<file path="config.mk">
export PLATFORM = sky130hd
export DESIGN_NAME = alu_serial_frontend
export DESIGN_NICKNAME = d
export VERILOG_FILES = /design/src/rtl/alu_serial_frontend.sv
export SDC_FILE = /design/constraint.sdc
export NUM_CORES = 1
export LEC_CHECK = 0
export ABC_CLOCK_PERIOD_IN_PS = 1700
export CELL_PAD_IN_SITES_DETAIL_PLACEMENT = 0
export CELL_PAD_IN_SITES_GLOBAL_PLACEMENT = 1
export CORE_MARGIN = 3
export CORE_UTILIZATION = 30
export DETAILED_ROUTE_END_ITERATION = 7
export GPL_TIMING_DRIVEN = 0
export PLACE_DENSITY_LB_ADDON = 0.1
export SLEW_MARGIN = 20
export SYNTH_ARGS = -nofsm -noshare
export SYNTH_HDL_FRONTEND = slang
export SYNTH_SLANG_ARGS = --single-unit
</file>
<file path="constraint.sdc">
create_clock -name clk -period 1.7 [get_ports clk]
set_clock_uncertainty 0.2 [all_clocks]
set_input_delay 0.425 -clock clk [delete_from_list [all_inputs] [get_ports clk]]
set_output_delay 0.425 -clock clk [all_outputs]
set_load 0.05 [all_outputs]
</file>
<file path="src/rtl/alu_serial_frontend.sv">
// Serial front end for a combinational ALU: deserialises a sel/A/B frame, runs one ALU cycle, then
// serialises the result and zero flag LSB first. All outputs are registered.
module alu_serial_frontend #(
    parameter int WIDTH = 8,
    parameter int SEL_W = 3
) (
    input  logic             clk,
    input  logic             rst_n,
    input  logic             start,
    input  logic             ser_in,
    output logic [WIDTH-1:0] alu_a,
    output logic [WIDTH-1:0] alu_b,
    output logic [SEL_W-1:0] alu_sel,
    input  logic [WIDTH-1:0] alu_out,
    input  logic             alu_zero,
    output logic             ser_out,
    output logic             busy,
    output logic             done
);

    localparam int N  = SEL_W + 2 * WIDTH;
    localparam int CW = $clog2(N + 1);

    typedef enum logic [1:0] {IDLE, LOAD, EXEC, SHIFT} state_t;

    state_t             state_q, state_d;
    logic [CW-1:0]      cnt_q, cnt_d;
    logic [N-1:0]       shreg_q, shreg_d;
    logic [WIDTH:0]     res_q, res_d;
    logic [WIDTH-1:0]   alu_a_q, alu_a_d, alu_b_q, alu_b_d;
    logic [SEL_W-1:0]   alu_sel_q, alu_sel_d;
    logic               ser_out_q, ser_out_d;
    logic               busy_q, busy_d;
    logic               done_q, done_d;

    always_ff @(posedge clk or negedge rst_n) begin
        if (!rst_n) begin
            state_q   <= IDLE;
            cnt_q     <= '0;
            shreg_q   <= '0;
            res_q     <= '0;
            alu_a_q   <= '0;
            alu_b_q   <= '0;
            alu_sel_q <= '0;
            ser_out_q <= 1'b0;
            busy_q    <= 1'b0;
            done_q    <= 1'b0;
        end else begin
            state_q   <= state_d;
            cnt_q     <= cnt_d;
            shreg_q   <= shreg_d;
            res_q     <= res_d;
            alu_a_q   <= alu_a_d;
            alu_b_q   <= alu_b_d;
            alu_sel_q <= alu_sel_d;
            ser_out_q <= ser_out_d;
            busy_q    <= busy_d;
            done_q    <= done_d;
        end
    end

    always_comb begin
        state_d = state_q;
        case (state_q)
            IDLE:    if (start) state_d = LOAD;
            LOAD:    if (cnt_q == CW'(N - 1)) state_d = EXEC;
            EXEC:    state_d = SHIFT;
            SHIFT:   if (cnt_q == CW'(WIDTH)) state_d = IDLE;
            default: state_d = IDLE;
        endcase
    end

    // Frame bits enter at the MSB so frame bit 0 ends up at shreg position 0.
    always_comb begin
        cnt_d     = cnt_q;
        shreg_d   = shreg_q;
        res_d     = res_q;
        alu_a_d   = alu_a_q;
        alu_b_d   = alu_b_q;
        alu_sel_d = alu_sel_q;
        ser_out_d = 1'b0;
        busy_d    = (state_d != IDLE);
        done_d    = (state_q == SHIFT) && (state_d == IDLE);
        case (state_q)
            IDLE: begin
                if (start) begin
                    shreg_d = {ser_in, shreg_q[N-1:1]};
                    cnt_d   = CW'(1);
                end
            end
            LOAD: begin
                shreg_d = {ser_in, shreg_q[N-1:1]};
                cnt_d   = cnt_q + CW'(1);
                if (state_d == EXEC) begin
                    alu_sel_d = shreg_d[SEL_W-1:0];
                    alu_a_d   = shreg_d[SEL_W +: WIDTH];
                    alu_b_d   = shreg_d[SEL_W+WIDTH +: WIDTH];
                end
            end
            EXEC: begin
                res_d     = {alu_zero, alu_out};
                ser_out_d = alu_out[0];
                cnt_d     = '0;
            end
            SHIFT: begin
                if (state_d == SHIFT) begin
                    cnt_d     = cnt_q + CW'(1);
                    res_d     = res_q >> 1;
                    ser_out_d = res_q[1];
                end
            end
            default: ;
        endcase
    end

    assign alu_a   = alu_a_q;
    assign alu_b   = alu_b_q;
    assign alu_sel = alu_sel_q;
    assign ser_out = ser_out_q;
    assign busy    = busy_q;
    assign done    = done_q;

endmodule

</file>
==> Word-level counts from Yosys, hierarchy flattened <==
Cells that the tools add are included.
{ "totals": {"regBits": 57, "input_bits": 13, "out_inout_bits": 22, "wordCells": 43} }
{ "op_classes": {"addsub": 1, "eq_ne": 9, "n_mux": 13, "reduce_logical": 10} }
{ "ops": {"columns": ["op", "count"], "rows": [
  ["19-bit case mux with 2 select lines", 1],
  ["5-bit case mux with 4 select lines", 1],
  ["19-bit 2-to-1 mux", 1],
  ["9-bit case mux with 2 select lines", 1],
  ["5-bit 2-to-1 mux", 2],
  ["9-bit 2-to-1 mux", 1],
  ["2-bit equality test (second input constant)", 4],
  ["2-bit case mux with 4 select lines", 1],
  ["2-bit AND reduction", 4],
  ["2-bit 2-to-1 mux", 3],
  ["2-bit nonzero test", 3],
  ["5-bit by 1-bit adder with 5-bit output (second input constant)", 1],
  ["5-bit by 4-bit equality test with 1-bit output (second input constant)", 1],
  ["5-bit equality test (second input constant)", 1],
  ["2-bit zero test", 2],
  ["2-bit by 1-bit equality test with 1-bit output (second input constant)", 1],
  ["2-bit by 1-bit != test with 1-bit output (second input constant)", 1],
  ["2-bit != test (second input constant)", 1],
  ["1-bit case mux with 2 select lines", 1],
  ["1-bit logical AND", 1],
  ["1-bit 2-to-1 mux", 1]
]} }

==> Logic depth before layout (Yosys ltp) <==
Gate-level depths: netlist of the first run.
{ "depth": {"ltp_word": 6, "ltp_mapped": 6} }

==> Worst setup path before layout of the first run <==
No wires, ideal clock.
{ "synth_path": {"path_type": "register -> register", "start": "register cnt_q[0]", "end": "register cnt_q[1]", "setup_time_ns": 0.122, "arrival_ns": 1.372, "required_ns": 1.378, "path_slack_ns": 0.006, "path_stages_with_launch": 7, "synth_period_minus_slack_ns": 1.694, "cell_sequence": "dfrtp_1 inv_1 ha_1 and4bb_2 buf_2 a21o_1 a32o_1"} }
{ "synth_between": {"elab_chain_len": 6, "elab_cells_between_ends": 11, "cone_classes": "add/sub (1); eq/ne (4); mux (5); reduce/logical (1)"} }
{ "synth_rtl": {"columns": ["element", "line", "rtl"], "rows": [
  ["from (decl)", "27", "logic [CW-1:0] cnt_q, cnt_d;"],
  ["from (signal assigned)", "50", "cnt_q <= cnt_d;"],
  ["5-bit by 4-bit equality test with 1-bit output / 5-bit equality test (equally long branches)", "68, 66", null],
  ["2-bit 2-to-1 mux, on equally long branches", "68, 66", null],
  ["2-bit case mux with 4 select lines", "64", "case (state_q)"],
  ["2-bit equality test", "106", "if (state_d == SHIFT) begin"],
  ["2-bit by 1-bit != test with 1-bit output (no line)", null, null],
  ["2-bit AND reduction (no line)", null, null]
]} }
Parallel ways exist; a longest one is shown, timed or not. The select of a mux whose other input is x is not followed.
A chain may end at the register's enable or synchronous reset.

==> Worst setup path in the final report of the first run <==
{ "layout_path": {"start": "input port start", "end": "register shreg_q[6]"} }
{ "layout_between": {"elab_chain_len": 2} }
{ "layout_rtl": {"columns": ["element", "line", "rtl"], "rows": [
  ["from (decl)", "9", "input logic start,"],
  ["2-bit != test (no line)", null, null],
  ["2-bit AND reduction (no line)", null, null],
  ["to (signal assigned)", "51", "shreg_q <= shreg_d;"],
  ["to (decl)", "28", "logic [N-1:0] shreg_q, shreg_d;"]
]} }
Every way passes these cells.

==> results.sh, run 1 <==
export IMPL_cts_tree="yes"
export IMPL_hold_path_startpoint="alu_b[1]"
export IMPL_synth_nets=189
export IMPL_clk_latency_ns=0.31
export IMPL_fin_crit_sh=0.990
export IMPL_arrival_ns=1.69
export IMPL_grt_pass1_wl_mm=8.31
export IMPL_power_frac_comb=0.474
export IMPL_synth_top_area_share=0.579
export IMPL_final_cell_mix="54 x dfrtp_1, 24 x nand3_1, 21 x buf_2"
export IMPL_tns_ns=0
export IMPL_hold_viol=0
export IMPL_worstMarginPinSlew_ns=0.697
export IMPL_synth_seq_area_share=0.579
export IMPL_fin_crit_ns=1.68
export IMPL_cts_sinks=55
export IMPL_drt_iter0_markers=53
export IMPL_die_area_um2=9030
export IMPL_globalRouteMet1Util=0.157
export IMPL_layoutNonFillerInstCount=325
export IMPL_dp_cells=306
export IMPL_num_rows=31
export IMPL_p_seq_frac=0.393
export IMPL_synthAdderAreaFrac=0.0158
export IMPL_irDropWorstVdd_mv=0.399
export IMPL_drive_gt1_frac=0.420
export IMPL_synth_compound_area_frac=0.0637
export IMPL_mostFrequentLayoutCell="dfrtp_1"
export IMPL_grt_max_degree=56
export IMPL_syn_avg_cell_area_um2=13.7
export IMPL_power_internal_w=0.00340
export IMPL_status="finished clean"
export IMPL_yosysWarnings=0
export IMPL_clockPowerShare=0.133
export IMPL_power_density_nw_per_um2=1900
export IMPL_path_clk_slew_ns=0.10
export IMPL_switching_share=0.407
export IMPL_gp_congestion=0.788
export IMPL_maxSlewViolCount=0
export IMPL_track_usage=0.120
export IMPL_ant_nets=0
export IMPL_synthesis_area_um2=2380
export IMPL_slew_headroom=0.535
export IMPL_muxShareOfSynthArea=0.204
export IMPL_setup_violations=0
export IMPL_cap_violations=0
export IMPL_yosys_area_share_simple=0.0968
export IMPL_dpl_hpwl_mm=3.14
export IMPL_synth_ff_latch_count=55
export IMPL_fillers=719
export IMPL_grt_busiest_layer="met2"
export IMPL_firstDrtPassIters=4
export IMPL_start_kind="input port"
export IMPL_start_util=0.318
export IMPL_synthTopCellsByArea="dfrtp_1 58%, mux2_4 11%, mux2_2 9.0%"
export IMPL_leakagePower_nw=1.45
export IMPL_min_path_type="reg2reg"
export IMPL_core_area_um2=7490
export IMPL_met2_usage=0.191
export IMPL_die_w_um=95.0
export IMPL_synth_xor_area_share=0.00737
export IMPL_root_buffer="clkbuf_8"
export IMPL_rsz0062_at_grt="true"
export IMPL_synth_top_family_by_area="multiplexers"
export IMPL_gr_total_overflow=0
export IMPL_num_nets_final=241
export IMPL_yosys_area_top_type="dfrtp_1"
export IMPL_p_total_w=0.00573
export IMPL_r2r_start="state_q[1]"
export IMPL_cts_buffers=5
export IMPL_synthToLayoutAreaGrowth_pct=26.6
export IMPL_p_sw_w=0.00233
export IMPL_io_buffers=34
export IMPL_worstPathMaxFanout=8
export IMPL_use_met3=0.0316
export IMPL_wirelength_mm=4.81
export IMPL_diodes=0
export IMPL_worstSetupStartpoint="start"
export IMPL_vias=1515
export IMPL_cts_max_path_buffers=2
export IMPL_pin_count=35
export IMPL_htree_levels=2
export IMPL_setup_worst_path_class="in2reg"
export IMPL_fp_dieH_um=95.0
export IMPL_via_per_inst=4.66
export IMPL_ys_types=31
export IMPL_avgRoutedWirePerCell_um=14.8
export IMPL_required_ns=1.71
export IMPL_drc=0
export IMPL_netlist_instances=173
export IMPL_antenna_found_initial=0
export IMPL_end_kind="flip-flop"
export IMPL_grt_pass1_vias=1626
export IMPL_clock_fmax_ghz=0.594
==> area by class of cell <==
| cell class | instances | area, µm² | share of cell area |
|---|---|---|---|
| flip-flops and latches | 55 | 1380 | 0.458 |
| multi-input cells | 103 | 946 | 0.314 |
| repair buffers | 47 | 363 | 0.121 |
| well taps | 99 | 124 | 0.0412 |
| plain buffers | 8 | 83.8 | 0.0279 |
| clock buffers | 5 | 68.8 | 0.0229 |
| clock inverters | 3 | 27.5 | 0.00915 |
| inverters | 5 | 18.8 | 0.00624 |
==> through the flow <==
stage	utilization	hold WS, ns	worst slack [ns]	instance area [µm²]
global placement	0.380	0.288	-1.69	2840
CTS	0.415	0.322	-0.125	3100
detailed placement	0.379	0.292	-0.525	2840
global route	0.402	0.332	-0.00940	3010
finish	0.402	0.316	0.0169	3010
floorplan	-	-0.0706	0.00629	2380
==> power groups by stage <==
stage               combinational (W)  clock, W  sequential, W
finish                        0.00272  0.000763        0.00225
global route                  0.00294  0.000876        0.00233
CTS                           0.00281  0.000814        0.00226
detailed placement            0.00266         0        0.00233
global placement              0.00263         0        0.00230
floorplan                     0.00125         0        0.00294
==> Yosys cell counts, drive strengths merged <==
cell,n
a22o,1
and4bb,2
o21bai,1
nor2,1
o21ai,5
xor2,2
nand3b,1
nor3,2
a31oi,1
nand2,6
a21oi,1
and2,1
mux2,37
o31ai,1
ha,3
clkbuf,5
a21o,1
nand4bb,1
nand3,24
inv,5
nor3b,1
dfrtp,55
a32o,2
nor2b,2
a22oi,7
buf,5
==> registers in the layout (all words and copies together) (netlist names) <==
name and cells:
cnt_q 5, state_q 2, done 1, alu_b 8
busy 1, shreg_q 18, alu_sel 3, alu_a 8
ser_out 1, res_q 8
==> path summary, 6_finish.rpt <==
kind	end	cells after the start	slack, ns
setup / recovery	shreg_q[6]	4	0.02
hold / removal	alu_b[1]	1	0.32
setup reg to reg	alu_b[3]	4	0.03
hold reg to reg	alu_b[1]	1	0.32
max in group asynchronous	state_q[1]	2	0.30
min in group asynchronous	alu_sel[0]	2	0.49
==> worst max-delay path, cell delays in order <==
cell	delay, ns
clkdlybuf4s50_1	0.50
o21ai_4	0.22
buf_4	0.20
mux2_2	0.34
==> cells by family after synthesis <==
family	after synthesis
AO/OA/AOI/OAI	20
adder cells (fa/ha/maj)	3
XOR/XNOR	2
AND/OR/NAND/NOR	41
buffers and inverters	15
flip-flops	55
multiplexers	37
==> timing repair <==
| item | in CTS | in global routing |
|---|---|---|
| pin swaps | 2 | 3 |
| hold buffers | 1 | 0 |
| gates resized for setup | 97 | 35 |
| endpoints found under the setup margin | 63 | 53 |
| hold endpoints to repair | 55 | 0 |
| buffers inserted | 9 | 3 |
| cloned | 2 | 0 |
==> layer usage <==
metal	part of all wire	wire (µm)	vias to the layer above
met5	0	0	-
met4	0.015	71	0
met3	0.041	198	6
met2	0.47	2280	28
met1	0.47	2270	755
li1	-	-	726
Note: power is estimated with default switching activity, not from simulation.
==> inputs of run 2 (changes only) <==
--- a/config.mk
+++ b/config.mk
@@ -13,6 +13,7 @@
 export DETAILED_ROUTE_END_ITERATION = 7
 export GPL_TIMING_DRIVEN = 0
 export PLACE_DENSITY_LB_ADDON = 0.1
+export SETUP_SLACK_MARGIN = 0.4
 export SLEW_MARGIN = 20
 export SYNTH_ARGS = -nofsm -noshare
 export SYNTH_HDL_FRONTEND = slang
==> run 2 against run 1 <==
Core utilization up 8.4 points; register-to-register slack better by 0.02 ns; hold slack worse by 0.37 ns; clock power up 22%; sequential cell count unchanged; global-route usage up 0.40 points; non-clock buffer count up 27; final cell count up 8.3%; first-iteration DRC count up 7.5%; wire length up 12%; die area unchanged; design area up 21%; the run now ends with hold timing left.
==> results.sh, run 2 (synthesized netlist as in run 1, its figures left out) <==
export IMPL_grt_max_degree=56
export IMPL_fin_crit_ns=1.65
export IMPL_mostFrequentLayoutCell="dfrtp_1"
export IMPL_design_area_um2=3640
export IMPL_start_util=0.318
export IMPL_fp_dieH_um=95.0
export IMPL_cts_tree="yes"
export IMPL_worstSetupStartpoint="state_q[1]"
export IMPL_cap_violations=0
export IMPL_root_buffer="clkbuf_8"
export IMPL_clockPowerShare=0.128
export IMPL_synthToLayoutAreaGrowth_pct=53.0
export IMPL_io_buffers=34
export IMPL_clock_fmax_ghz=0.604
export IMPL_switching_share=0.374
export IMPL_max_stage_delay_ns=0.43
export IMPL_cts_max_path_buffers=2
export IMPL_antenna_found_initial=0
export IMPL_required_ns=1.69
export IMPL_htree_levels=2
export IMPL_regArea_um2=1380
export IMPL_rsz0062_at_grt="true"
export IMPL_setup_violations=0
export IMPL_leakagePower_nw=1.77
export IMPL_power_internal_w=0.00454
export IMPL_p_seq_frac=0.323
export IMPL_start_kind="flip-flop"
export IMPL_via_per_inst=4.70
export IMPL_cts_sinks=55
export IMPL_r2r_start="state_q[1]"
export IMPL_grt_pass1_wl_mm=8.63
export IMPL_place_area_um2=2960
export IMPL_drt_iter0_markers=57
export IMPL_track_usage=0.124
export IMPL_firstDrtPassIters=4
export IMPL_drc=0
export IMPL_critical_path_top_delay_family="flip-flops"
export IMPL_die_w_um=95.0
export IMPL_num_nets_final=268
export IMPL_irDropWorstVdd_mv=0.511
export IMPL_fin_crit_sh=0.973
export IMPL_wirelength_mm=5.39
export IMPL_end_kind="flip-flop"
export IMPL_clk_latency_ns=0.31
export IMPL_p_sw_w=0.00272
export IMPL_pin_count=35
export IMPL_power_density_nw_per_um2=2000
export IMPL_min_path_type="in2async"
export IMPL_avgRoutedWirePerCell_um=15.3
export IMPL_multi_input_area_um2=1160
export IMPL_worstMarginPinSlew_ns=0.704
export IMPL_setup_worst_path_class="reg2reg"
export IMPL_status="finished with violations"
export IMPL_arrival_ns=1.65
export IMPL_holdWs_ns=-0.0555
export IMPL_die_area_um2=9030
export IMPL_drive_gt1_frac=0.577
export IMPL_largest_register_ffs=18
export IMPL_power_frac_comb=0.549
export IMPL_crit_buf_inv=1
export IMPL_gr_total_overflow=0
export IMPL_core_area_um2=7490
export IMPL_fillers=637
export IMPL_slew_headroom=0.531
export IMPL_dpl_hpwl_mm=3.25
export IMPL_grt_pass1_vias=1704
export IMPL_cp_cell_sequence="and4bb_1 > nand3b_4 > buf_12 > mux2_4"
export IMPL_final_core_utilization=0.486
export IMPL_final_cell_mix="54 x dfrtp_1, 37 x mux2_4, 34 x buf_6"
export IMPL_worstPathMaxFanout=10
export IMPL_violations="hold timing"
export IMPL_vias=1653
export IMPL_path_clk_slew_ns=0.10
export IMPL_cts_buffers=5
export IMPL_num_rows=31
export IMPL_top_register="shreg_q"
export IMPL_hold_viol=55
export IMPL_maxSlewViolCount=0
export IMPL_ant_nets=0
export IMPL_diodes=0
export IMPL_cp_slowest_cell="dfrtp_2"
export IMPL_tns_ns=0
export IMPL_gp_congestion=0.784
-- run 2: changes by cell type in the layout (fill, tap and decap cells not counted), sizes merged --
cell and change:
bufinv +1, dlygate4sd3 -1, clkdlybuf4s15 -1, inv -2, clkdlybuf4s50 -1, clkbuf +2
buf +28, dlygate4sd2 +1
-- run 2: cell type report --
cell class                      instances  share of cell area
Buffer                                 10              0.0316
Clock buffer                            6              0.0227
Clock inverter                          2              0.0107
Inverter                                5             0.00619
Multi-Input combinational cell        103               0.320
Sequential cell                        55               0.379
Tap cell                               99              0.0341
Timing Repair Buffer                   72               0.196
-- run 2: repair_timing --
action | in CTS | in global routing
gates cloned | 2 | 0
resized for setup | 193 | 18
pin swaps | 11 | 9
buffers inserted | 24 | 12
hold endpoints to repair | 55 | 0
setup endpoints to repair | 77 | 77
-- run 2: path summary, 6_finish.rpt --
| check | end | slack (ns) | depth (start not counted) |
|---|---|---|---|
| max | alu_b[4] | 0.05 | 4 |
| min in group clk | res_q[8] | 0.32 | 1 |
| min | alu_sel[0] | -0.06 | 1 |
| max in group asynchronous | state_q[1] | 0.85 | 1 |
| min reg2reg | res_q[8] | 0.32 | 1 |
| max reg2reg | alu_b[4] | 0.05 | 4 |
-- run 2: stage by stage --
stage                     hold slack [ns]  instances  setup slack [ns]  total power (W)
after floorplan                   -0.0706        173            0.0819          0.00450
after global placement              0.294        306             -1.65          0.00524
after detailed placement            0.291        306            -0.555          0.00532
after CTS                         -0.0221        340            0.0360          0.00700
after global routing              0.00846        352         0.0000517          0.00765
final                             -0.0555        352            0.0452          0.00726
-- run 2: power groups by stage --
stage | clock network, W | logic, W | registers (W)
after floorplan | 0 | 0.00154 | 0.00296
after global placement | 0 | 0.00291 | 0.00233
after detailed placement | 0 | 0.00295 | 0.00237
after CTS | 0.000958 | 0.00370 | 0.00234
after global routing | 0.000999 | 0.00423 | 0.00242
final | 0.000930 | 0.00399 | 0.00235
-- run 2: layer usage --
metal / vias to the layer above / track usage / part of all wire
li1: 778 / - / -
met1: 829 / 0.168 / 0.47
met2: 41 / 0.199 / 0.49
met3: 5 / 0.0260 / 0.034
met4: 0 / 0.0373 / 0.0074
met5: - / 0 / 0
==> inputs of run 3 (changes only) <==
--- a/config.mk
+++ b/config.mk
@@ -5,7 +5,7 @@
 export SDC_FILE = /design/constraint.sdc
 export NUM_CORES = 1
 export LEC_CHECK = 0
-export ABC_CLOCK_PERIOD_IN_PS = 1700
+export ABC_CLOCK_PERIOD_IN_PS = 1570
 export CELL_PAD_IN_SITES_DETAIL_PLACEMENT = 0
 export CELL_PAD_IN_SITES_GLOBAL_PLACEMENT = 1
 export CORE_MARGIN = 3
@@ -13,7 +13,6 @@
 export DETAILED_ROUTE_END_ITERATION = 7
 export GPL_TIMING_DRIVEN = 0
 export PLACE_DENSITY_LB_ADDON = 0.1
-export SETUP_SLACK_MARGIN = 0.4
 export SLEW_MARGIN = 20
 export SYNTH_ARGS = -nofsm -noshare
 export SYNTH_HDL_FRONTEND = slang
==> constraint.sdc (replaced) <==
create_clock -name clk -period 1.57 [get_ports clk]
set_clock_uncertainty 0.2 [all_clocks]
set_input_delay 0.3925 -clock clk [delete_from_list [all_inputs] [get_ports clk]]
set_output_delay 0.3925 -clock clk [all_outputs]
set_load 0.05 [all_outputs]
==> run 3 against run 2 <==
The run ends with setup timing left; sequential cell count did not move; core utilization fell by 6.4 points; non-clock buffer count fell by 23; design area fell by 13%; sequential power rose by 6%; first-iteration DRC count fell by 1.8%; power fell by 7.6%; die area did not move; clock-buffer cell count fell by 1; combinational power fell by 14%; register-to-register slack got worse by 0.14 ns; highest routed layer unchanged.
==> results.sh, run 3 (synthesized netlist as in run 1, its figures left out) <==
export IMPL_status="finished with violations"
export IMPL_violations="setup timing"
export IMPL_drc=0
export IMPL_grt_pass1_wl_mm=8.03
export IMPL_mostFrequentLayoutCell="dfrtp_1"
export IMPL_timing_rr_end="alu_b[2]"
export IMPL_worstMarginPinSlew_ns=0.694
export IMPL_top_register="shreg_q"
export IMPL_end_kind="flip-flop"
export IMPL_firstDrtPassIters=4
export IMPL_avgRoutedWirePerCell_um=14.9
export IMPL_drt_iter0_markers=56
export IMPL_crit_path_end="alu_b[2]"
export IMPL_clock_fmax_ghz=0.602
export IMPL_final_cell_mix="54 x dfrtp_1, 34 x mux2_4, 24 x nand3_1"
export IMPL_worstPathMaxFanout=10
export IMPL_regToRegSetupSlack_ns=-0.09
export IMPL_num_rows=31
export IMPL_ant_nets=0
export IMPL_die_w_um=95.0
export IMPL_cts_max_path_buffers=2
export IMPL_rsz0062_at_grt="true"
export IMPL_cts_buffers=5
export IMPL_cp_slowest_cell="dfrtp_2"
export IMPL_cts_sinks=55
export IMPL_leakagePower_nw=1.52
export IMPL_grt_max_degree=56
export IMPL_fillers=708
export IMPL_synthToLayoutAreaGrowth_pct=32.9
export IMPL_tns_ns=-1.48
export IMPL_wirelength_mm=4.91
export IMPL_start_kind="flip-flop"
export IMPL_clk_latency_ns=0.31
export IMPL_diodes=0
export IMPL_io_buffers=34
export IMPL_core_area_um2=7490
export IMPL_root_buffer="clkbuf_8"
export IMPL_start_util=0.318
export IMPL_cts_tree="yes"
export IMPL_r2r_start="state_q[1]"
export IMPL_gr_total_overflow=0
export IMPL_largest_register_ffs=18
export IMPL_required_ns=1.57
export IMPL_regArea_um2=1380
export IMPL_via_per_inst=4.75
export IMPL_fp_dieH_um=95.0
export IMPL_track_usage=0.115
export IMPL_rr_worst_depth=4
export IMPL_grt_pass1_vias=1608
export IMPL_dpl_hpwl_mm=3.20
export IMPL_path_clk_slew_ns=0.10
export IMPL_num_nets_final=245
export IMPL_setup_violations=19
export IMPL_die_area_um2=9030
export IMPL_gp_congestion=0.768
export IMPL_worstSetupStartpoint="state_q[1]"
export IMPL_fin_crit_sh=1.06
export IMPL_dp_slack_ns=-0.593
export IMPL_vias=1564
export IMPL_drive_gt1_frac=0.465
export IMPL_setup_worst_path_class="reg2reg"
export IMPL_hold_viol=0
export IMPL_antenna_found_initial=0
export IMPL_htree_levels=2
export IMPL_maxSlewViolCount=0
export IMPL_max_stage_delay_ns=0.45
export IMPL_holdWs_ns=0.313
export IMPL_cap_violations=0
export IMPL_slew_headroom=0.537
export IMPL_multi_input_area_um2=1040
export IMPL_power_density_nw_per_um2=2120
export IMPL_arrival_ns=1.66
export IMPL_min_path_type="reg2reg"
export IMPL_fin_ws_ns=-0.0912
export IMPL_pin_count=35
export IMPL_fin_crit_ns=1.66
export IMPL_cp_cell_sequence="and4bb_1 > nand3b_4 > buf_12 > mux2_4"
export IMPL_irDropWorstVdd_mv=0.541
-- run 3: cell count changes in the layout (fill, tap and decap cells not counted), sizes merged --
cell,delta
buf,-33
clkbuf,+8
bufinv,-1
clkinv,+1
clkinvlp,+1
dlygate4sd3,+1
-- run 3: worst max-delay path: cells and delay by family, from the launching register on --
kind	cells	cell delay, ns
flops	1	0.45
simple gates	2	0.43
mux	1	0.29
buf+inv	1	0.17
-- run 3: report_power, final --
group          switching [W]  internal (W)
clock network       0.000489      0.000323
registers           0.000447       0.00204
logic                0.00172       0.00170
total                0.00266       0.00406
-- run 3: area by class of cell --
| cell class | count | share of cell area |
|---|---|---|
| sequential | 55 | 0.436 |
| tap | 99 | 0.0392 |
| buffer | 7 | 0.0265 |
| clock inverter | 3 | 0.00752 |
| inverter | 5 | 0.00713 |
| multi-input combinational | 103 | 0.331 |
| timing repair buffer | 52 | 0.131 |
| clock buffer | 5 | 0.0218 |
-- run 3: metrics by stage --
step           instances  area, µm²  utilization  power, W
6_report             329       3160        0.422   0.00671
5_1_grt              329       3160        0.422   0.00716
4_1_cts              325       3030        0.404   0.00651
3_5_place_dp         306       2870        0.384   0.00548
3_3_place_gp         306       2880        0.384   0.00541
2_1_floorplan        173       2410            -   0.00460
-- run 3: timing repair --
item	in CTS	in global routing
endpoints found under the hold margin	55	0
hold buffers	1	0
resized for setup	138	35
buffers inserted	9	7
gates cloned	1	0
setup endpoints to repair	74	65
pin swaps	3	3
-- run 3: routing by layer --
metal / GRT usage / part of all wire / up-vias
met5: 0 / 0 / -
met4: 0.0397 / 0.013 / 0
met3: 0.0331 / 0.039 / 5
met2: 0.181 / 0.47 / 32
met1: 0.152 / 0.47 / 800
li1: - / - / 727
-- run 3: worst min-delay path by stage --
stage,start,end,cells after the start
after floorplan,rst_n,alu_a[0],0
after global placement,shreg_q[1],alu_sel[0],1
after detailed placement,rst_n,alu_sel[0],1
after CTS,alu_b[6],alu_b[6],1
after global routing,alu_b[6],alu_b[6],1
final,alu_b[5],alu_b[5],1
